===== src/rtl/ps2_keyboard_rx.sv =====
// PS/2 keyboard receiver: synchronizes and filters the raw lines, deserializes 11-bit frames,
// checks odd parity and folds E0/F0 prefixes into a single key event.
module ps2_keyboard_rx #(
    parameter int FILTER_LEN = 8,
    parameter int TIMEOUT    = 50000
) (
    input  logic       clkin,
    input  logic       rst,
    input  logic       ps2_clk,
    input  logic       ps2_data,
    output logic [7:0] key_code,
    output logic       key_ext,
    output logic       key_break,
    output logic       key_valid,
    output logic       frame_err
);

    localparam int TW = $clog2(TIMEOUT + 1);

    typedef enum logic [1:0] {IDLE, DATA, PARITY, STOP} state_t;

    state_t                  state, state_n;
    logic                    clk_s1, clk_s2, dat_s1, dat_s2;
    logic [FILTER_LEN-1:0]   filt_sr;
    logic                    filt_clk;
    logic                    fall;
    logic [2:0]              bit_cnt;
    logic [7:0]              shreg;
    logic                    par_bit;
    logic [TW-1:0]           tmo_cnt;
    logic                    ext_flag, brk_flag;
    logic                    stop_fall, tmo_hit, frame_good;

    // NOTE: sequential state uses non-blocking assignments so every register samples pre-edge values.
    always_ff @(posedge clkin or posedge rst) begin
        if (rst) begin
            clk_s1   <= 1'b1;
            clk_s2   <= 1'b1;
            dat_s1   <= 1'b1;
            dat_s2   <= 1'b1;
            filt_sr  <= '1;
            filt_clk <= 1'b1;
        end else begin
            clk_s1  <= ps2_clk;
            clk_s2  <= clk_s1;
            dat_s1  <= ps2_data;
            dat_s2  <= dat_s1;
            filt_sr <= {filt_sr[FILTER_LEN-2:0], clk_s2};
            if (&filt_sr)
                filt_clk <= 1'b1;
            else if (~|filt_sr)
                filt_clk <= 1'b0;
        end
    end

    // Asserted in the cycle the filtered clock is about to drop, so data is sampled with minimum lag.
    assign fall = filt_clk & ~|filt_sr;

    assign stop_fall  = (state == STOP) && fall;
    assign tmo_hit    = (state != IDLE) && !fall && (tmo_cnt == TW'(TIMEOUT - 1));
    assign frame_good = dat_s2 & (^{shreg, par_bit});

    // NOTE: next state defaults to the current state first, so no path can infer a latch.
    always_comb begin
        state_n = state;
        unique case (state)
            IDLE:    if (fall && !dat_s2)         state_n = DATA;
            DATA:    if (fall && bit_cnt == 3'd7) state_n = PARITY;
            PARITY:  if (fall)                    state_n = STOP;
            STOP:    if (fall)                    state_n = IDLE;
            default:                              state_n = IDLE;
        endcase
        if (tmo_hit)
            state_n = IDLE;
    end

    always_ff @(posedge clkin or posedge rst) begin
        if (rst)
            state <= IDLE;
        else
            state <= state_n;
    end

    always_ff @(posedge clkin or posedge rst) begin
        if (rst) begin
            bit_cnt   <= '0;
            shreg     <= '0;
            par_bit   <= 1'b0;
            tmo_cnt   <= '0;
            ext_flag  <= 1'b0;
            brk_flag  <= 1'b0;
            key_code  <= '0;
            key_ext   <= 1'b0;
            key_break <= 1'b0;
            key_valid <= 1'b0;
            frame_err <= 1'b0;
        end else begin
            key_valid <= 1'b0;
            frame_err <= 1'b0;

            if (fall || state == IDLE)
                tmo_cnt <= '0;
            else
                tmo_cnt <= tmo_cnt + TW'(1);

            if (fall) begin
                unique case (state)
                    IDLE:    bit_cnt <= '0;
                    DATA: begin
                        shreg   <= {dat_s2, shreg[7:1]};
                        bit_cnt <= bit_cnt + 3'd1;
                    end
                    PARITY:  par_bit <= dat_s2;
                    default: ;
                endcase
            end

            // Prefix bytes only arm flags; any error or completed key consumes them.
            if (stop_fall) begin
                if (!frame_good) begin
                    frame_err <= 1'b1;
                    ext_flag  <= 1'b0;
                    brk_flag  <= 1'b0;
                end else if (shreg == 8'hE0) begin
                    ext_flag <= 1'b1;
                end else if (shreg == 8'hF0) begin
                    brk_flag <= 1'b1;
                end else begin
                    key_code  <= shreg;
                    key_ext   <= ext_flag;
                    key_break <= brk_flag;
                    key_valid <= 1'b1;
                    ext_flag  <= 1'b0;
                    brk_flag  <= 1'b0;
                end
            end else if (tmo_hit) begin
                frame_err <= 1'b1;
                ext_flag  <= 1'b0;
                brk_flag  <= 1'b0;
            end
        end
    end

endmodule


===== config.mk =====
export PLATFORM = sky130hd
export DESIGN_NAME = ps2_keyboard_rx
export DESIGN_NICKNAME = d
export VERILOG_FILES = /design/src/rtl/ps2_keyboard_rx.sv
export SDC_FILE = /design/constraint.sdc
export NUM_CORES = 1
export LEC_CHECK = 0
export BUFFER_PORTS_ARGS = -buffer_cell sky130_fd_sc_hd__buf_2
export CAP_MARGIN = 15
export CORE_ASPECT_RATIO = 0.6
export CORE_UTILIZATION = 40
export CTS_BUF_LIST = sky130_fd_sc_hd__clkbuf_2
export CTS_CLUSTER_DIAMETER = 80
export DETAILED_ROUTE_END_ITERATION = 8
export PLACE_DENSITY = 0.55
export SYNTH_ARGS = -nofsm -noshare
export SYNTH_HDL_FRONTEND = slang
export SYNTH_SLANG_ARGS = --single-unit
export TNS_END_PERCENT = 30

===== constraint.sdc =====
create_clock -name clkin -period 4.2 [get_ports clkin]
set_input_delay 0.84 -clock clkin [delete_from_list [all_inputs] [get_ports clkin]]
set_output_delay 0.84 -clock clkin [all_outputs]
set_load 0.005 [all_outputs]

==> metrics.cfg, run 1 <==
[yosys]
ys_types = 39
ys_seq_area_share_pct = 57.51
synth_edf_count = 0
ys_ff_latch = 57
synthesis.area_um2 = 2509
synthesis.nets = 215
yosysWarningCount = 0
yosys_most_used_dff = dfrtp_1
postSynthCellCount = 203
syn_area_per_cell_um2 = 12.36
ys_async_sr_fraction_pct = 100.0

[worst_setup_path]
critical_path_arrival_ns = 2.77
path_class = reg -> reg
path_max_fanout = 11
crit_path_end_kind = flop
crit_required_ns = 4.58
start_kind = flop

[layout]
nFillCells = 542
postLayoutCellArea_um2 = 2774
fin_nets = 239
drive_gt1_share_pct = 25.43
syn_to_final_growth_pct = 10.57
multiInputGateArea_um2 = 1001
n_antenna_cell = 0
seqCellArea_um2 = 1443

[placement]
post_dp_cell_area_um2 = 2671
post-place-ws_ns = 1.809
portBuffers = 15
gp_routability_congestion = 0.7153
hpwl_um = 3102

[clock_tree]
clock_latency_ns = 0.50
cts_hold_buf = 0
cts_tree = done
clockBufferDepth = 2
cts_made_buffers = 9
htreeDepth = 3
clockRootBuffer = clkbuf_2
cts_setup_buffers = 0
clk_pin_slew_ns = 0.14
ctsResizeCount = 0
cts_sinks = 57

[power]
p_leak_nw = 1.351
power_frac_comb_pct = 17.0
peakVddDrop_v = 0.0002659
switching_share_pct = 30.20
clkPwrFrac_pct = 28.7
switchingPower_mw = 0.3460
pwr-share-seq_pct = 54.3
intPower_mw = 0.7997
power_density_nw_per_um2 = 413.0

[sta]
finalWorstSetupSlack_ns = 1.813
hold_slack_ns = 0.3657
setup_viol = 0
setup-tns-final_ns = 0
slew_headroom_pct = 36.35
rsz0062_at_grt = false
skew_ns = 0.02621
hold_violations = 0
post-route-period-util_pct = 56.83
max_freq_mhz = 418.9
maxSlewViolCount = 0
fin_crit_ns = 2.387
worst_pin_slew_ns = 0.9534

[detailed_routing]
postRouteAntennaNets = 0
routed_wl_um = 4449
via_count = 1497
drt-initial-drc-count = 80
viasPerCell = 4.798
drc = 0
drt_pass1_iterations = 4
wl_per_cell_um = 14.26

[flow_run]
cap_violations = 0

[global_route]
antenna_found_initial = 0
grt_use_total_pct = 16.07
grt_pass1_wl_um = 7624
grt_start_max_net_pins = 46
grt_pass1_vias = 1429
grt_overflow_total = 0

[status]
status = completed

[floorplanning]
pin_count = 16
die_x_um = 104.2
row_count = 21
dieArea_um2 = 6603
coreArea_um2 = 5807
die_h_um = 63.35
initial_core_util_pct = 43.20

[worst_hold_path]
min-delay-path-class = reg -> reg

==> sequential cells by signal, indices dropped and copies added, names as in the netlist <==
signal     cells
shreg          8
dat_s1         1
brk_flag       1
ext_flag       1
tmo_cnt       16
clk_s1         1
key_code       8
dat_s2         1
par_bit        1
key_valid      1
bit_cnt        3
key_ext        1
state          2
clk_s2         1
filt_sr        8
frame_err      1
filt_clk       1
key_break      1
==> cell usage after synthesis, drive strengths merged, types with 2 or more instances <==
cell type  instances  share of area, %
dfrtp             44                44
nor2              21               3.1
mux2              16               8.2
dfstp             13                14
inv               12               1.8
xnor2             12               4.5
o21ai             11               2.2
nand2             10               1.6
ha                 8               4.0
nand4              8               2.0
xor2               5               1.7
a21oi              4              0.80
and3               4               1.0
nand3              4              0.80
nor4               4               1.5
a32o               3               1.2
and2               3              0.75
buf                3              0.80
or3                3              0.75
mux2i              2              0.80
nor3               2              0.40
nor4bb             2              0.80
==> critical path, stage by stage, from the launching register on <==
cell,delay [ns]
dfrtp_1,0.46
xnor2_1,0.18
xnor3_1,0.45
xnor2_1,0.20
nand3_1,0.50
mux2_1,0.50
==> metal layers <==
metal  global-route usage, %  part of all wire [%]  vias up
li1                        -                     -      763
met1                   24.73                    59      695
met2                   17.08                    34       34
met3                   8.178                   6.1        5
met4                   8.036                   1.1        0
met5                       0                     0        -
==> power groups by stage <==
stage | clock network [mW] | logic (mW) | registers, mW
after CTS | 0.349 | 0.201 | 0.622
after floorplan | 0 | 0.156 | 0.624
after global routing | 0.371 | 0.221 | 0.629
after detailed placement | 0 | 0.200 | 0.632
after global placement | 0 | 0.197 | 0.631
final | 0.329 | 0.195 | 0.622
==> per-stage QoR <==
step / total power [mW] / instances / utilization, %
5_1_grt: 1.222 / 312 / 47.77
3_3_place_gp: 0.8285 / 296 / 46.00
4_1_cts: 1.172 / 312 / 47.77
2_1_floorplan: 0.7800 / 203 / -
3_5_place_dp: 0.8321 / 296 / 46.00
6_report: 1.146 / 312 / 47.77
==> placed cells by master (no fill, tap or decap), types with 3 or more instances in the layout <==
master,Yosys,layout
dfrtp_1,44,44
nand3_1,4,4
inv_1,11,10
clkbuf_2,0,11
o21ai_1,6,6
nand2_1,9,9
mux2_4,7,7
or3_1,3,3
nand4_1,8,8
xnor2_1,11,11
buf_2,1,15
mux2_1,9,9
and2_1,3,3
a32o_1,3,3
and3_1,4,4
ha_1,8,8
xor2_1,5,5
dfstp_2,13,13
nor2_1,21,21
o21ai_0,5,5
a21oi_1,4,4
==> cell families after synthesis <==
logic type	after synthesis	share of synthesized area, %
and+or+nand+nor	65	14.02
DFF	57	57.51
AOI/OAI and AO/OA	22	5.736
xor gates and xnor gates	18	7.132
muxes	18	9.028
buffers and inverters	15	2.593
adders and majority gates	8	3.990
==> path summary, 6_finish.rpt <==
kind                                     to  depth (start not counted)  slack (ns)  startpoint
worst max-delay path            key_code[6]                          5        1.81    shreg[3]
worst min-delay path             filt_sr[0]                          0        0.37      clk_s2
worst max register to register  key_code[6]                          5        1.81    shreg[3]
worst min register to register   filt_sr[0]                          0        0.37      clk_s2
max in group asynchronous          filt_clk                          3        2.85         rst
min in group asynchronous       tmo_cnt[12]                          2        0.54         rst
==> final cells by class <==
class                           instances  area share [%]
Inverter                               12           1.624
Tap cell                               80           3.608
Multi-Input combinational cell        131           36.08
Timing Repair Buffer                   16           2.977
Sequential cell                        57           52.01
Clock inverter                          5           1.714
Clock buffer                           11           1.985
No activity file was read; power rests on OpenSTA's default activity.
==> run 2, diff against run 1 <==
==> constraint.sdc (replaced) <==
create_clock -name clkin -period 2.3 [get_ports clkin]
set_input_delay 0.46 -clock clkin [delete_from_list [all_inputs] [get_ports clkin]]
set_output_delay 0.46 -clock clkin [all_outputs]
set_load 0.005 [all_outputs]
==> run 2 against run 1 <==
  * Non-clock buffer count up 4
  * Clock skew up 0.0038 ns
  * Hold slack worse by 0.013 ns
  * Clock-buffer cell count down 2
  * Combinational power up 92%
  * Utilization up 0.93 points
  * First-iteration DRC count up 23%
  * Power up 85%
  * Fmax up 14%
  * Final cell count up 1.3%
  * Design area up 1.9%
  * Clock power up 86%
  * Critical endpoint is now state[0]
==> metrics.cfg, run 2 (synthesis gave the netlist of run 1 again) <==
[status]
status = completed  ; unchanged

[detailed_routing]
drc = 0  ; unchanged
routed_wl_um = 4619  ; was 4449 um
postRouteAntennaNets = 0  ; unchanged
wl_per_cell_um = 14.62  ; was 14.26 um
drt-initial-drc-count = 98  ; was 80
drt_pass1_iterations = 4  ; unchanged
viasPerCell = 4.953  ; was 4.798
via_count = 1565  ; was 1,497

[clock_tree]
cts_sinks = 57  ; unchanged
cts_setup_buffers = 0  ; unchanged
cts_made_buffers = 9  ; unchanged
ctsResizeCount = 0  ; unchanged
htreeDepth = 3  ; unchanged
clock_latency_ns = 0.48  ; was 0.50 ns
cts_hold_buf = 1  ; was 0
clockRootBuffer = clkbuf_2  ; unchanged
clk_pin_slew_ns = 0.18  ; was 0.14 ns
clockBufferDepth = 2  ; unchanged
cts_tree = done  ; unchanged

[sta]
slew_headroom_pct = 67.73  ; was 36.35%
hold_violations = 0  ; unchanged
rsz0062_at_grt = false  ; unchanged
worst_pin_slew_ns = 0.4833  ; was 0.9534 ns
fin_crit_ns = 2.088  ; was 2.387 ns
max_freq_mhz = 479.0  ; was 418.9 MHz
maxSlewViolCount = 0  ; unchanged
setup_viol = 0  ; unchanged
setup-tns-final_ns = 0  ; unchanged
hold_slack_ns = 0.3528  ; was 0.3657 ns
skew_ns = 0.02999  ; was 0.02621 ns
post-route-period-util_pct = 90.78  ; was 56.83%

[worst_setup_path]
crit_required_ns = 2.69  ; was 4.58 ns
path_class = reg -> reg  ; unchanged
path_depth = 5  ; unchanged
cpPeakStageDelay_ns = 0.46  ; was 0.50 ns
path_max_fanout = 7  ; was 11
start_kind = flop  ; unchanged
worstRegToRegCells = 5  ; unchanged
crit_chain = nor4_2 -> and3_1 -> o21ai_1 -> a211oi_2 -> mux2i_1  ; was xnor2_1 -> xnor3_1 -> xnor2_1 -> nand3_1 -> mux2_1
cp_top_family = simple AND/OR/NAND/NOR gates  ; was XOR/XNOR gates
critical_path_arrival_ns = 2.48  ; was 2.77 ns
cpMaxStageDelayCell = nor4_2  ; was nand3_1
critPathBufInv = 0  ; unchanged
crit_path_end_kind = flop  ; unchanged

[placement]
post_dp_cell_area_um2 = 2691  ; was 2671 um2
portBuffers = 15  ; unchanged
hpwl_um = 3239  ; was 3102 um
gp_routability_congestion = 0.7166  ; was 0.7153

[power]
p_leak_nw = 1.362  ; was 1.351 nW
power_density_nw_per_um2 = 750.6  ; was 413.0 nW/um2
peakVddDrop_v = 0.0005162  ; was 0.0002659 V

[flow_run]
cap_violations = 0  ; unchanged

[floorplanning]
initial_core_util_pct = 43.20  ; unchanged
pin_count = 16  ; unchanged
row_count = 21  ; unchanged
die_h_um = 63.35  ; unchanged
coreArea_um2 = 5807  ; unchanged
die_x_um = 104.2  ; unchanged
dieArea_um2 = 6603  ; unchanged

[layout]
syn_to_final_growth_pct = 12.72  ; was 10.57%
n_antenna_cell = 0  ; unchanged
largest_register = tmo_cnt  ; unchanged
mostFrequentLayoutCell = dfrtp_1  ; unchanged
postLayoutCellArea_um2 = 2828  ; was 2774 um2
largest_register_ffs = 16  ; unchanged
final_cell_mix = dfrtp_1, nor2_1, buf_2  ; unchanged
final_util_pct = 48.70  ; was 47.77%
fin_nets = 243  ; was 239
drive_gt1_share_pct = 25.00  ; was 25.43%

[global_route]
busiest_layer = met1  ; unchanged
grt_pass1_wl_um = 8017  ; was 7624 um
grt_overflow_total = 0  ; unchanged
antenna_found_initial = 0  ; unchanged
grt_pass1_vias = 1540  ; was 1,429
use_met2_pct = 20.00  ; was 17.08%
met1_usage_pct = 25.18  ; was 24.73%
grt_use_total_pct = 16.55  ; was 16.07%
grt_start_max_net_pins = 37  ; was 46
grtUsageMet3_pct = 7.246  ; was 8.178%

[worst_hold_path]
worstHoldPathCells = 0  ; unchanged
min-delay-path-class = reg -> reg  ; unchanged

-- run 2: cell count changes in the layout (fill, tap and decap cells not counted) --
cell	delta
clkbuf_2	-2
clkinv_2	-1
dlygate4sd3_1	+3
buf_12	+1
clkinvlp_4	+2
clkinv_1	+1
-- run 2: layout make-up --
class                           instances  area (um2)
Inverter                               12       45.04
Fill cell                             538        2979
Clock buffer                            9       45.04
Tap cell                               80       100.1
Multi-Input combinational cell        131        1001
Sequential cell                        57        1443
Timing Repair Buffer                   20       132.6
Clock inverter                          7       61.31
-- run 2: through the flow --
stage / worst slack, ns / std cells / total power, mW
CTS: 0.2013 / 314 / 2.150
floorplan: 0.4561 / 203 / 1.424
global route: 0.04640 / 316 / 2.253
detailed placement: 0.2849 / 297 / 1.524
finish: 0.2121 / 316 / 2.122
global placement: 0.3155 / 297 / 1.516
-- run 2: metal layers --
layer | vias up | part of all wire [%]
li1 | 771 | -
met2 | 36 | 37
met4 | 0 | 0.91
met3 | 5 | 6.4
met5 | - | 0
met1 | 753 | 56
-- run 2: power breakdown --
part / switching (mW) / leakage, nW / internal [mW] / total, mW
sequential: 0.0563 / 0.743 / 1.08 / 1.14
combinational: 0.237 / 0.559 / 0.138 / 0.375
clock: 0.373 / 0.0604 / 0.238 / 0.611
-- run 2: path summary, 6_finish.rpt --
kind                             from          to  slack, ns
min                        filt_sr[3]  filt_sr[4]       0.35
max in group asynchronous         rst      dat_s2       1.16
min reg2reg                filt_sr[3]  filt_sr[4]       0.35
max                        filt_sr[4]    state[0]       0.21
min in group asynchronous         rst  tmo_cnt[9]       0.53
max reg2reg                filt_sr[4]    state[0]       0.21
